$ cat config.mk
export PLATFORM = sky130hd
export DESIGN_NAME = pattern_serializer
export DESIGN_NICKNAME = d
export VERILOG_FILES = /design/src/rtl/pattern_serializer.sv
export SDC_FILE = /design/constraint.sdc
export NUM_CORES = 1
export LEC_CHECK = 0
export CAP_MARGIN = 10
export CORE_ASPECT_RATIO = 1.5
export CORE_MARGIN = 4
export CORE_UTILIZATION = 40
export CTS_CLUSTER_DIAMETER = 50
export DETAILED_ROUTE_END_ITERATION = 7
export PLACE_DENSITY = 0.66
export REMOVE_ABC_BUFFERS = 1
export SYNTH_ARGS = -nofsm -noshare
export SYNTH_HDL_FRONTEND = slang
export SYNTH_SLANG_ARGS = --single-unit
$ cat constraint.sdc
create_clock -name clk -period 3.6 [get_ports clk]
set_input_delay 0.36 -clock clk [delete_from_list [all_inputs] [get_ports clk]]
set_output_delay 0.36 -clock clk [all_outputs]
set_load 0.02 [all_outputs]
$ cat src/rtl/pattern_serializer.sv
// pattern_serializer: takes a WIDTH-bit word plus a repeat count over valid/ready,
// shifts it out MSB first, and inserts GAP_BITS zero bits between frames.
module pattern_serializer #(
    parameter int WIDTH    = 4,
    parameter int GAP_BITS = 1,
    parameter int CNT_W    = 8
) (
    input  logic             clk,
    input  logic             rst,
    input  logic             in_valid,
    output logic             in_ready,
    input  logic [WIDTH-1:0] in_word,
    input  logic [CNT_W-1:0] in_reps,
    output logic             data_out,
    output logic             data_valid,
    output logic             busy,
    output logic             done
);
    // One counter indexes pattern bits in SHIFT and gap bits in GAP;
    // 6 bits covers WIDTH up to 32 and GAP_BITS up to 15.
    localparam int BCW = 6;

    typedef enum logic [1:0] {IDLE, SHIFT, GAP} state_t;

    state_t           state_q, state_d;
    logic [WIDTH-1:0] shreg_q, shreg_d;
    logic [WIDTH-1:0] word_q, word_d;
    logic [CNT_W-1:0] reps_q, reps_d;
    logic [BCW-1:0]   cnt_q, cnt_d;
    logic             data_out_q, data_out_d;
    logic             data_valid_q, data_valid_d;
    logic             busy_q, busy_d;
    logic             done_q, done_d;

    assign in_ready   = (state_q == IDLE) && !rst;
    assign data_out   = data_out_q;
    assign data_valid = data_valid_q;
    assign busy       = busy_q;
    assign done       = done_q;

    // Next-state and registered-output logic. The output flops always hold the
    // bit currently on the line, so the decision for the next bit is made here.
    always_comb begin
        state_d      = state_q;
        shreg_d      = shreg_q;
        word_d       = word_q;
        reps_d       = reps_q;
        cnt_d        = cnt_q;
        data_out_d   = 1'b0;
        data_valid_d = 1'b0;
        busy_d       = 1'b0;
        done_d       = 1'b0;
        case (state_q)
            IDLE: begin
                if (in_valid) begin
                    state_d      = SHIFT;
                    word_d       = in_word;
                    shreg_d      = in_word;
                    reps_d       = in_reps;
                    cnt_d        = '0;
                    data_out_d   = in_word[WIDTH-1];
                    data_valid_d = 1'b1;
                    busy_d       = 1'b1;
                end
            end
            SHIFT: begin
                if (cnt_q != BCW'(WIDTH - 1)) begin
                    // Current bit sits at shreg_q[WIDTH-1]; the next one is below it.
                    shreg_d      = shreg_q << 1;
                    cnt_d        = cnt_q + 1'b1;
                    data_out_d   = shreg_q[WIDTH-2];
                    data_valid_d = 1'b1;
                    busy_d       = 1'b1;
                end else if (reps_q == '0) begin
                    state_d = IDLE;
                    shreg_d = '0;
                    cnt_d   = '0;
                    done_d  = 1'b1;
                end else if (GAP_BITS > 0) begin
                    state_d      = GAP;
                    reps_d       = reps_q - 1'b1;
                    cnt_d        = '0;
                    data_valid_d = 1'b1;
                    busy_d       = 1'b1;
                end else begin
                    shreg_d      = word_q;
                    reps_d       = reps_q - 1'b1;
                    cnt_d        = '0;
                    data_out_d   = word_q[WIDTH-1];
                    data_valid_d = 1'b1;
                    busy_d       = 1'b1;
                end
            end
            GAP: begin
                data_valid_d = 1'b1;
                busy_d       = 1'b1;
                if (cnt_q == BCW'(GAP_BITS - 1)) begin
                    state_d    = SHIFT;
                    shreg_d    = word_q;
                    cnt_d      = '0;
                    data_out_d = word_q[WIDTH-1];
                end else begin
                    cnt_d = cnt_q + 1'b1;
                end
            end
            default: state_d = IDLE;
        endcase
    end

    // State and output registers with synchronous reset that overrides everything.
    always_ff @(posedge clk) begin
        if (rst) begin
            state_q      <= IDLE;
            shreg_q      <= '0;
            word_q       <= '0;
            reps_q       <= '0;
            cnt_q        <= '0;
            data_out_q   <= 1'b0;
            data_valid_q <= 1'b0;
            busy_q       <= 1'b0;
            done_q       <= 1'b0;
        end else begin
            state_q      <= state_d;
            shreg_q      <= shreg_d;
            word_q       <= word_d;
            reps_q       <= reps_d;
            cnt_q        <= cnt_d;
            data_out_q   <= data_out_d;
            data_valid_q <= data_valid_d;
            busy_q       <= busy_d;
            done_q       <= done_d;
        end
    end
endmodule
# Word level (Yosys, flattened, before mapping)
# Index checks and enable logic that the tools add are counted.
dict set report op_classes {
  muxes 27
  n_div 0
  reduce_logical 13
  mul 0
  order_cmp 0
  addsub 2
  n_eq_ne 8
  n_shift 0
  bitwise_logic 1
}
# operator count
set ops {}
lappend ops {{$mux W8} 3}
lappend ops {{$mux W6} 3}
lappend ops {{$pmux W6 S3} 1}
lappend ops {{$pmux W8 S2} 1}
lappend ops {{$mux W3} 4}
lappend ops {{$pmux W3 S3} 1}
lappend ops {{$logic_not A8 Y1} 1}
lappend ops {{$mux W2} 4}
lappend ops {{$ne A2 B2 Y1 const B} 4}
lappend ops {{$reduce_and A4 Y1} 2}
lappend ops {{$sub A8 B1 Y8 const B} 1}
lappend ops {{$mux W1} 7}
lappend ops {{$add A6 B1 Y6 const B} 1}
lappend ops {{$logic_not A6 Y1} 1}
lappend ops {{$ne A6 B2 Y1 const B} 1}
lappend ops {{$pmux W1 S3} 2}
lappend ops {{$pmux W2 S3} 1}
lappend ops {{$reduce_and A2 Y1} 2}
lappend ops {{$ne A3 B3 Y1 const B} 1}
lappend ops {{$reduce_and A3 Y1} 1}
lappend ops {{$reduce_bool A3 Y1} 1}
lappend ops {{$reduce_or A3 Y1} 1}
lappend ops {{$eq A2 B1 Y1 const B} 1}
lappend ops {{$eq A2 B2 Y1 const B} 1}
lappend ops {{other kinds (5)} 5}
dict set report word_totals {
  latchBits 0
  mem_bits_ro 0
  out_inout_bits 5
  ramBits 0
  memories 0
  register_bits 26
}

# Longest topological paths before layout
# Gate-level depths: netlist of the first run.
dict set report logic_depth {
  depth_word 4
  ltp_mapped 8
  depth_no_buf 6
}

# Worst setup path after synthesis of the first run
# OpenSTA, ideal clock, no wires.
dict set report synth_timing {
  path_kind {flip-flop to flip-flop}
  startpoint {register state_q[1]}
  endpoint {register reps_q[2]}
  t_arrival_ns 1.672
  setup_time_ns 0.092
  path_slack_ns 1.836
  stages_incl_launch_ff 8
  synth_period_minus_slack_ns 1.764
  path_cell_list {dfxtp_1 -> inv_1 -> ha_1 -> clkbuf_1 -> mux2i_1 -> a41oi_1 -> nand2_1 -> o32ai_1}
}
dict set report synth_between {
  elab_chain_cells 3
  word_cells_on_any_way 8
  classes_between {eq/ne (4); mux (1); reduce/logical (3)}
}
# element line_no
set synth_lines {}
lappend synth_lines {{start, declared} 25} ;# state_t state_q, state_d;
lappend synth_lines {{start signal, assigned} 123} ;# state_q <= state_d;
lappend synth_lines {{$eq A2 B1 Y1 / $logic_not A2 Y1 (equally long branches)} 53} ;# case (state_q)
lappend synth_lines {{$ne A2 B2 Y1 (no line) / $reduce_bool A2 Y1 (equally long branches)} --}
lappend synth_lines {{$reduce_and A4 Y1 (no line)} --}
lappend synth_lines {{end signal, assigned} 126} ;# reps_q <= reps_d;
lappend synth_lines {{end, declared} 28} ;# logic [CNT_W-1:0] reps_q, reps_d;
# Several ways; a longest one is shown, not always the timed one.
# A chain may end at the register's enable or synchronous reset.

# Worst setup path in the final report of the first run
dict set report layout_timing {
  startpoint {register state_q[1]}
  endpoint {register state_q[1]}
}
dict set report layout_between {
  elab_chain_cells 3
  word_cells_on_any_way 8
  classes_between {eq/ne (5); mux (1); reduce/logical (2)}
}
# element line_no
set layout_lines {}
lappend layout_lines {{$eq A2 B2 Y1, or another cell as far along} 53}
lappend layout_lines {{$ne A2 B2 Y1 (no line)} --}
lappend layout_lines {{$reduce_and A3 Y1 (no line)} --}
# Several ways; a longest one is shown, not always the timed one.

==> impl_metrics.toml, run 1 <==
[power]
pwr-share-seq_pct = 39.6
p_leak_uw = 0.000674
pwr-share-clk_pct = 27.8
switching_share_pct = 34.3
vdd_drop_max_uv = 224
intPower_uw = 592
p_total_uw = 902
pwr_density_cell_nw_per_um2 = 484
switchingPower_uw = 309
combinationalPowerShare_pct = 32.6

[critical_path]
critPathRequiredTime_ns = 3.78
path_class = "register to register"
critPathArrivalTime_ns = 2.57
path_cells = "inv_1 -> ha_1 -> inv_1 -> a21oi_2 -> or3_1 -> a32o_2"
crit_top_cell = "inv_1"
critPathBufInv = 2
cp_top_family = "buffers and inverters"
cpPeakStageDelay_ns = 0.59
cp-start-kind = "register"
end_kind = "register"
slowest_stage = "inv_1"
cp_max_fo = 21

[timing]
drv_slew = 0
rsz0062_at_grt = "false"
max_freq_ghz = 0.420
timing.slew.headroom_pct = 55.0
setup_tns_ns = 0
finalHoldViolations = 0
setup_viol = 0
worst_slew_pin_slew_ns = 0.669
min_period_ns = 2.38
min_period_over_period_pct = 66.2
finClkSkew_ns = 0.00384
worst_hold_slack_ns = 0.459

[job]
drv_cap = 0

[synth]
synthFlopType = "dfxtp_1"
synth.area.top_cells = "dfxtp_1, ha_1, nand2_1"
synth-edff-count = 0
synthArstFlopShare_pct = 0
ys_ff_latch = 26
yosysWarnings = 0
synth_area_leader_cell = "dfxtp_1"
seq_area_frac_synth_pct = 32.6
syn_area_per_cell_sq_um = 8.10
yosysTopAreaCellShare_pct = 32.6
syn_area_sq_um = 1600
syn-instance-count = 197
synth_cell_types = 50

[die]
die_y_um = 85.3
die_width_um = 59.6
die-area_sq_um = 5080
core_sq_um = 3750
rows = 27
ios = 20
start_util_pct = 42.5

[placement]
place.gp.congestion = 0.831
port_buffers = 19
dp_hpwl_um = 2930

[cells_and_area]
antenna_cells = 0
final_layout_size_suffix_gt1_share_pct = 6.70
syn2layout_area_growth_pct = 16.7
mostFrequentLayoutCells = "nand2_1, dfxtp_1, clkdlybuf4s50_1"
multi_input_area_sq_um = 977
final_common_cell = "nand2_1"
fill_cells = 377
layout.nets = 234
regArea_sq_um = 520

[grt]
grt_first_pass_wirelength_um = 6610
antenna_found_initial = 0
grt_max_degree = 23
grt_use_total_pct = 16.4
overflow = 0
grt_pass1_vias = 1517

[outcome]
status = "finished clean"

[cts]
cts_tree = "yes"
htreeDepth = 1
holdBufCountCts = 0
cts_root_buffer = "clkbuf_8"
clk_latency_ns = 0.28
ctsResizeCount = 0
cts.sinks = 26
cts_inserted_buffers = 3
clk_path_buf_depth = 2
cts_setup_buffers = 0
cts.clk_slew.worst_paths_ns = 0.10

[routing]
drc = 0
vias = 1531
wl_um = 4040
first_pass_iters = 4
antenna_left = 0
drt-vias-per-instance = 6.08
wl_per_cell_um = 16.0
first_iter_violations = 98

[hold_path]
min_path_type = "register to register"
worst reg2reg max path, stage by stage, from the launching register on:
cell	delay (ns)
dfxtp_1	0.41
inv_1	0.08
ha_1	0.40
inv_1	0.59
a21oi_2	0.12
or3_1	0.42
a32o_2	0.27
cells by family (layout without fill, tap and decap cells):
kind of cell | count (synthesis) | count (layout) | synth area share [%]
AOI/OAI and AO/OA | 52 | 52 | 24.6
muxes | 2 | 2 | 1.33
and+or+nand+nor | 80 | 80 | 25.5
DFF | 26 | 26 | 32.6
xor gates and xnor gates | 5 | 5 | 2.74
adders and majority gates | 9 | 9 | 7.06
buffers and inverters | 23 | 35 | 6.12
power groups by stage:
| stage | Sequential [uW] | Clock, uW | Combinational, uW |
|---|---|---|---|
| after floorplan | 357 | 0 | 205 |
| after global placement | 362 | 0 | 292 |
| after detailed placement | 361 | 0 | 292 |
| after CTS | 355 | 254 | 294 |
| after global routing | 360 | 264 | 325 |
| final | 357 | 251 | 294 |
stage by stage:
stage	instance area, sq um	util, %	setup slack (ns)	std cells
after floorplan	1540	-	1.58	185
after global placement	1790	47.7	1.26	248
after detailed placement	1790	47.7	1.23	248
after CTS	1860	49.6	1.20	252
after global routing	1860	49.6	1.02	252
final	1860	49.6	1.22	252
synthesized netlist by cell type (all sizes together) (2+ instances only):
cell / n
nor2b: 3
nor2: 14
o21ai: 2
ha: 9
o221ai: 2
and3: 5
a211oi: 2
xnor2: 5
or4: 2
buf: 2
a21oi: 18
nand4: 2
inv: 10
nor4: 7
a311oi: 2
nor3: 10
nand3: 6
clkbuf: 10
dfxtp: 26
o211a: 2
nand2: 27
o32ai: 8
final timing paths:
check	from	endpoint	slack, ns	depth (start not counted)
max	state_q[1]	state_q[1]	1.22	6
min	word_q[0]	word_q[0]	0.46	2
max reg2reg	state_q[1]	state_q[1]	1.22	6
min reg2reg	word_q[0]	word_q[0]	0.46	2
flip-flops by register name (all words and copies together), names as in the netlist:
name      count
shreg_q       3
cnt_q         6
done          1
busy          1
word_q        4
data_out      1
reps_q        8
state_q       2
layer usage:
layer	track usage, %	part of all wire (%)
met4	8.47	3.1
met5	0	0
met3	1.83	4.2
met2	29.6	51
met1	18.1	41
layout make-up:
cell class              count  share of cell area (%)
flip-flops and latches     26                    28.0
clock buffers               3                    2.22
clock inverters             1                    1.61
repair buffers             20                    10.6
inverters                  11                    2.22
well taps                  43                    2.89
multi-input cells         148                    52.5
Power figures use the tool's default switching activity.
==> run 2: changes to the inputs <==
clock period = 2.4 ns   (was 3.6 ns; I/O delays follow)
==> run 2 against run 1 <==
- sequential power increased by 50%
- non-clock buffer count increased by 5
- flip-flop and latch count unchanged
- sequential share of layout area decreased by 0.32 points
- via count decreased by 1.2%
- largest power group unchanged
==> impl_metrics.toml, run 2 (same netlist as run 1, synthesis figures left out) <==
[grt]
grt_first_pass_wirelength_um = 6560
antenna_found_initial = 0
grt_max_degree = 21
use_met1_pct = 19.5
grt_pass1_vias = 1491
busiest_layer = "met2"
overflow = 0
use_met2_pct = 28.5
grt_use_total_pct = 16.2
use_met3_pct = 1.98

[cts]
cts_inserted_buffers = 3
cts.sinks = 26
cts_setup_buffers = 0
holdBufCountCts = 0
htreeDepth = 1
cts_root_buffer = "clkbuf_8"
cts_tree = "yes"
ctsResizeCount = 0
cts.clk_slew.worst_paths_ns = 0.09
clk_path_buf_depth = 2
clk_latency_ns = 0.27

[critical_path]
r2r_slack_ns = 0.27
end_kind = "output pin"
cp_max_fo = 14
r2r_cells = 6
critPathArrivalTime_ns = 2.01
r2r_end = "shreg_q[2]"
critPathRequiredTime_ns = 2.16
path_class = "register to output pin"
cp-start-kind = "register"
reg2reg_from = "state_q[0]"

[die]
die_y_um = 85.3
die_width_um = 59.6
start_util_pct = 42.5
rows = 27
die-area_sq_um = 5080
ios = 20
core_sq_um = 3750

[hold_path]
hold_path_depth = 2
hold_end = "word_q[0]"
hold_start = "word_q[0]"
min_path_type = "register to register"

[routing]
antenna_left = 0
wl_um = 4010
vias = 1512
wl_per_cell_um = 15.6
first_iter_violations = 109
drc = 0
first_pass_iters = 4
drt-vias-per-instance = 5.88

[placement]
place.gp.congestion = 0.860
port_buffers = 19
dp_cells = 253
preCtsSetupSlack_ns = 0.289
dp_hpwl_um = 2980

[power]
pwr_density_cell_nw_per_um2 = 680
vdd_drop_max_uv = 388
p_leak_uw = 0.000691

[timing]
max_freq_ghz = 0.444
rsz0062_at_grt = "false"
worst_slew_pin_slew_ns = 0.491
timing.slew.headroom_pct = 67.2
setup_viol = 0
finClkSkew_ns = 0.00219
finalHoldViolations = 0
min_period_over_period_pct = 93.8
min_period_ns = 2.25
setup_ws_ns = 0.150
setup_tns_ns = 0
drv_slew = 0

[cells_and_area]
multi_input_area_sq_um = 977
regMostFlops = "reps_q"
syn2layout_area_growth_pct = 18.0
layout.nets = 239
mostFrequentLayoutCells = "nand2_1, dfxtp_1, clkdlybuf4s50_1"
antenna_cells = 0
instances_no_fill = 257
regArea_sq_um = 520
largestRegisters = "reps_q x8, cnt_q x6, word_q x4"
final_common_cell = "nand2_1"
final_layout_size_suffix_gt1_share_pct = 8.88
fill_cells = 400
largest_reg_flops = 8

[outcome]
status = "finished clean"

[job]
drv_cap = 0
run 2: critical path: stages (launching register included):
cell and delay [ns]:
dfxtp_1 0.35, inv_1 0.11, ha_1 0.47, nor2b_1 0.19, clkdlybuf4s50_1 0.62
run 2: worst max-delay path by stage:
| stage | startpoint | endpoint | depth (start not counted) |
|---|---|---|---|
| 2_1_floorplan | state_q[1] | state_q[1] | 6 |
| 3_3_place_gp | state_q[0] | shreg_q[2] | 6 |
| 3_5_place_dp | state_q[0] | shreg_q[2] | 6 |
| 4_1_cts | state_q[0] | in_ready | 4 |
| 5_1_grt | state_q[0] | in_ready | 4 |
| 6_report | state_q[0] | in_ready | 4 |
run 2: per-stage QoR:
step | cell area, sq um | power (uW) | utilization (%) | hold slack [ns]
floorplan | 1540 | 842 | - | 0.309
global placement | 1830 | 996 | 48.7 | 0.443
detailed placement | 1830 | 995 | 48.7 | 0.449
CTS | 1880 | 1290 | 50.2 | 0.464
global route | 1880 | 1360 | 50.2 | 0.488
finish | 1880 | 1280 | 50.2 | 0.460
run 2: per-layer routing:
layer  vias up  routed length [um]
met5         -                   0
met4         0                  48
met3         6                 138
met2        29                2140
met1       713                1680
li1        764                   -
run 2: layout make-up:
type	count	share of cell area (%)
inverters	11	2.19
well taps	43	2.86
repair buffers	25	12.5
clock buffers	4	2.92
flip-flops and latches	26	27.6
multi-input cells	148	51.9
run 2: power by group:
part | internal [uW] | leakage, uW | switching [uW]
Sequential | 480 | 0.000213 | 54.4
Combinational | 198 | 0.000449 | 255
Clock | 147 | 0.0000288 | 146
Total | 825 | 0.000691 | 455
==> run 3: changes to the inputs <==
MAX_ROUTING_LAYER = met4   (was default)
==> run 3 against run 2 <==
- flip-flop and latch count did not move
- clock skew barely moved
- highest routed layer unchanged
- cell count did not move
==> impl_metrics.toml, run 3 (same netlist as run 1, synthesis figures left out) <==
[placement]
dp_hpwl_um = 2980
place.gp.congestion = 0.874
port_buffers = 19
dp_cells = 253

[die]
ios = 20
die_y_um = 85.3
rows = 27
start_util_pct = 42.5
die-area_sq_um = 5080
die_width_um = 59.6
core_sq_um = 3750

[cells_and_area]
regMostFlops = "reps_q"
syn2layout_area_growth_pct = 18.0
fill_cells = 400
layout.nets = 239
antenna_cells = 0
final_layout_size_suffix_gt1_share_pct = 8.88
largestRegisters = "reps_q x8, cnt_q x6, word_q x4"
instances_no_fill = 257
largest_reg_flops = 8
final_common_cell = "nand2_1"
mostFrequentLayoutCells = "nand2_1, dfxtp_1, clkdlybuf4s50_1"

[cts]
holdBufCountCts = 0
clk_path_buf_depth = 2
cts_tree = "yes"
cts.sinks = 26
cts.clk_slew.worst_paths_ns = 0.09
cts_inserted_buffers = 3
ctsResizeCount = 0
clk_latency_ns = 0.27
cts_setup_buffers = 0
cts_root_buffer = "clkbuf_8"
htreeDepth = 1

[routing]
first_iter_violations = 113
drc = 0
vias = 1520
antenna_left = 0
first_pass_iters = 4
wl_per_cell_um = 15.7
wl_um = 4020
drt-vias-per-instance = 5.91

[hold_path]
hold_start = "word_q[0]"
min_path_type = "register to register"
hold_end = "word_q[0]"
hold_path_depth = 2

[timing]
finalHoldViolations = 0
min_period_ns = 2.25
drv_slew = 0
setup_viol = 0
timing.slew.headroom_pct = 66.9
setup_tns_ns = 0
finClkSkew_ns = 0.00260
worst_slew_pin_slew_ns = 0.496
max_freq_ghz = 0.444
min_period_over_period_pct = 93.8
rsz0062_at_grt = "false"

[power]
pwr_density_cell_nw_per_um2 = 680
vdd_drop_max_uv = 387
p_leak_uw = 0.000691

[critical_path]
path_cells = "inv_1 -> ha_1 -> nor2b_1 -> clkdlybuf4s50_1"
critPathBufInv = 2
slowest_stage = "clkdlybuf4s50_1"
r2r_slack_ns = 0.27
r2r_cells = 6
cp_max_fo = 14
critPathRequiredTime_ns = 2.16
path_depth = 4
critPathArrivalTime_ns = 2.01
path_class = "register to output pin"
reg2reg_from = "state_q[0]"
cp_top_family = "buffers and inverters"
r2r_end = "shreg_q[2]"
cpPeakStageDelay_ns = 0.62
end_kind = "output pin"
cp-start-kind = "register"

[job]
drv_cap = 0

[grt]
grt_pass1_vias = 1490
grt_use_total_pct = 16.7
overflow = 0
grt_first_pass_wirelength_um = 6570
grt_max_degree = 21
antenna_found_initial = 0

[outcome]
status = "finished clean"
run 3: cell counts in the layout (fill, tap and decap cells not counted):
No cell type changed its count.
run 3: where the power goes:
group	internal [uW]	switching (uW)	total, uW
Combinational	199	256	455
Clock	147	145	292
Sequential	480	54.9	535
run 3: how the worst max path moves through the flow:
stage                from         end  slack (ns)
6_report       state_q[0]    in_ready        0.15
5_1_grt        state_q[0]    in_ready        0.05
4_1_cts        state_q[0]    in_ready        0.13
3_5_place_dp   state_q[0]  shreg_q[2]        0.29
3_3_place_gp   state_q[0]  shreg_q[2]        0.40
2_1_floorplan  state_q[1]  state_q[1]        0.38
run 3: final cells by class:
type                    instances  area (sq um)  share of cell area [%]
flip-flops and latches         26           520                    27.6
clock buffers                   4          55.1                    2.92
well taps                      43          53.8                    2.86
multi-input cells             148           977                    51.9
repair buffers                 25           235                    12.5
inverters                      11          41.3                    2.19
run 3: through the flow:
step	utilization, %	setup slack [ns]	hold WS, ns	instance area, sq um	power [uW]
2_1_floorplan	-	0.383	0.309	1540	842
3_3_place_gp	48.7	0.403	0.443	1830	996
3_5_place_dp	48.7	0.289	0.449	1830	995
4_1_cts	50.2	0.132	0.464	1880	1290
5_1_grt	50.2	0.0453	0.488	1880	1360
6_report	50.2	0.149	0.461	1880	1280
run 3: worst register-to-register path, delay by kind of cell (launching register included):
family / cells / cell delay [ns]
flip-flops: 1 / 0.39
AND/OR/NAND/NOR: 2 / 0.72
buffers and inverters: 1 / 0.09
AO/OA/AOI/OAI: 2 / 0.45
adder cells (fa/ha/maj): 1 / 0.38
run 3: routing by layer:
layer	vias up	track usage [%]	share of wire, %
met5	-	-	0
met1	719	19.5	42
li1	766	-	-
met3	6	1.98	3.3
met4	0	5.85	1.1
met2	29	28.6	54
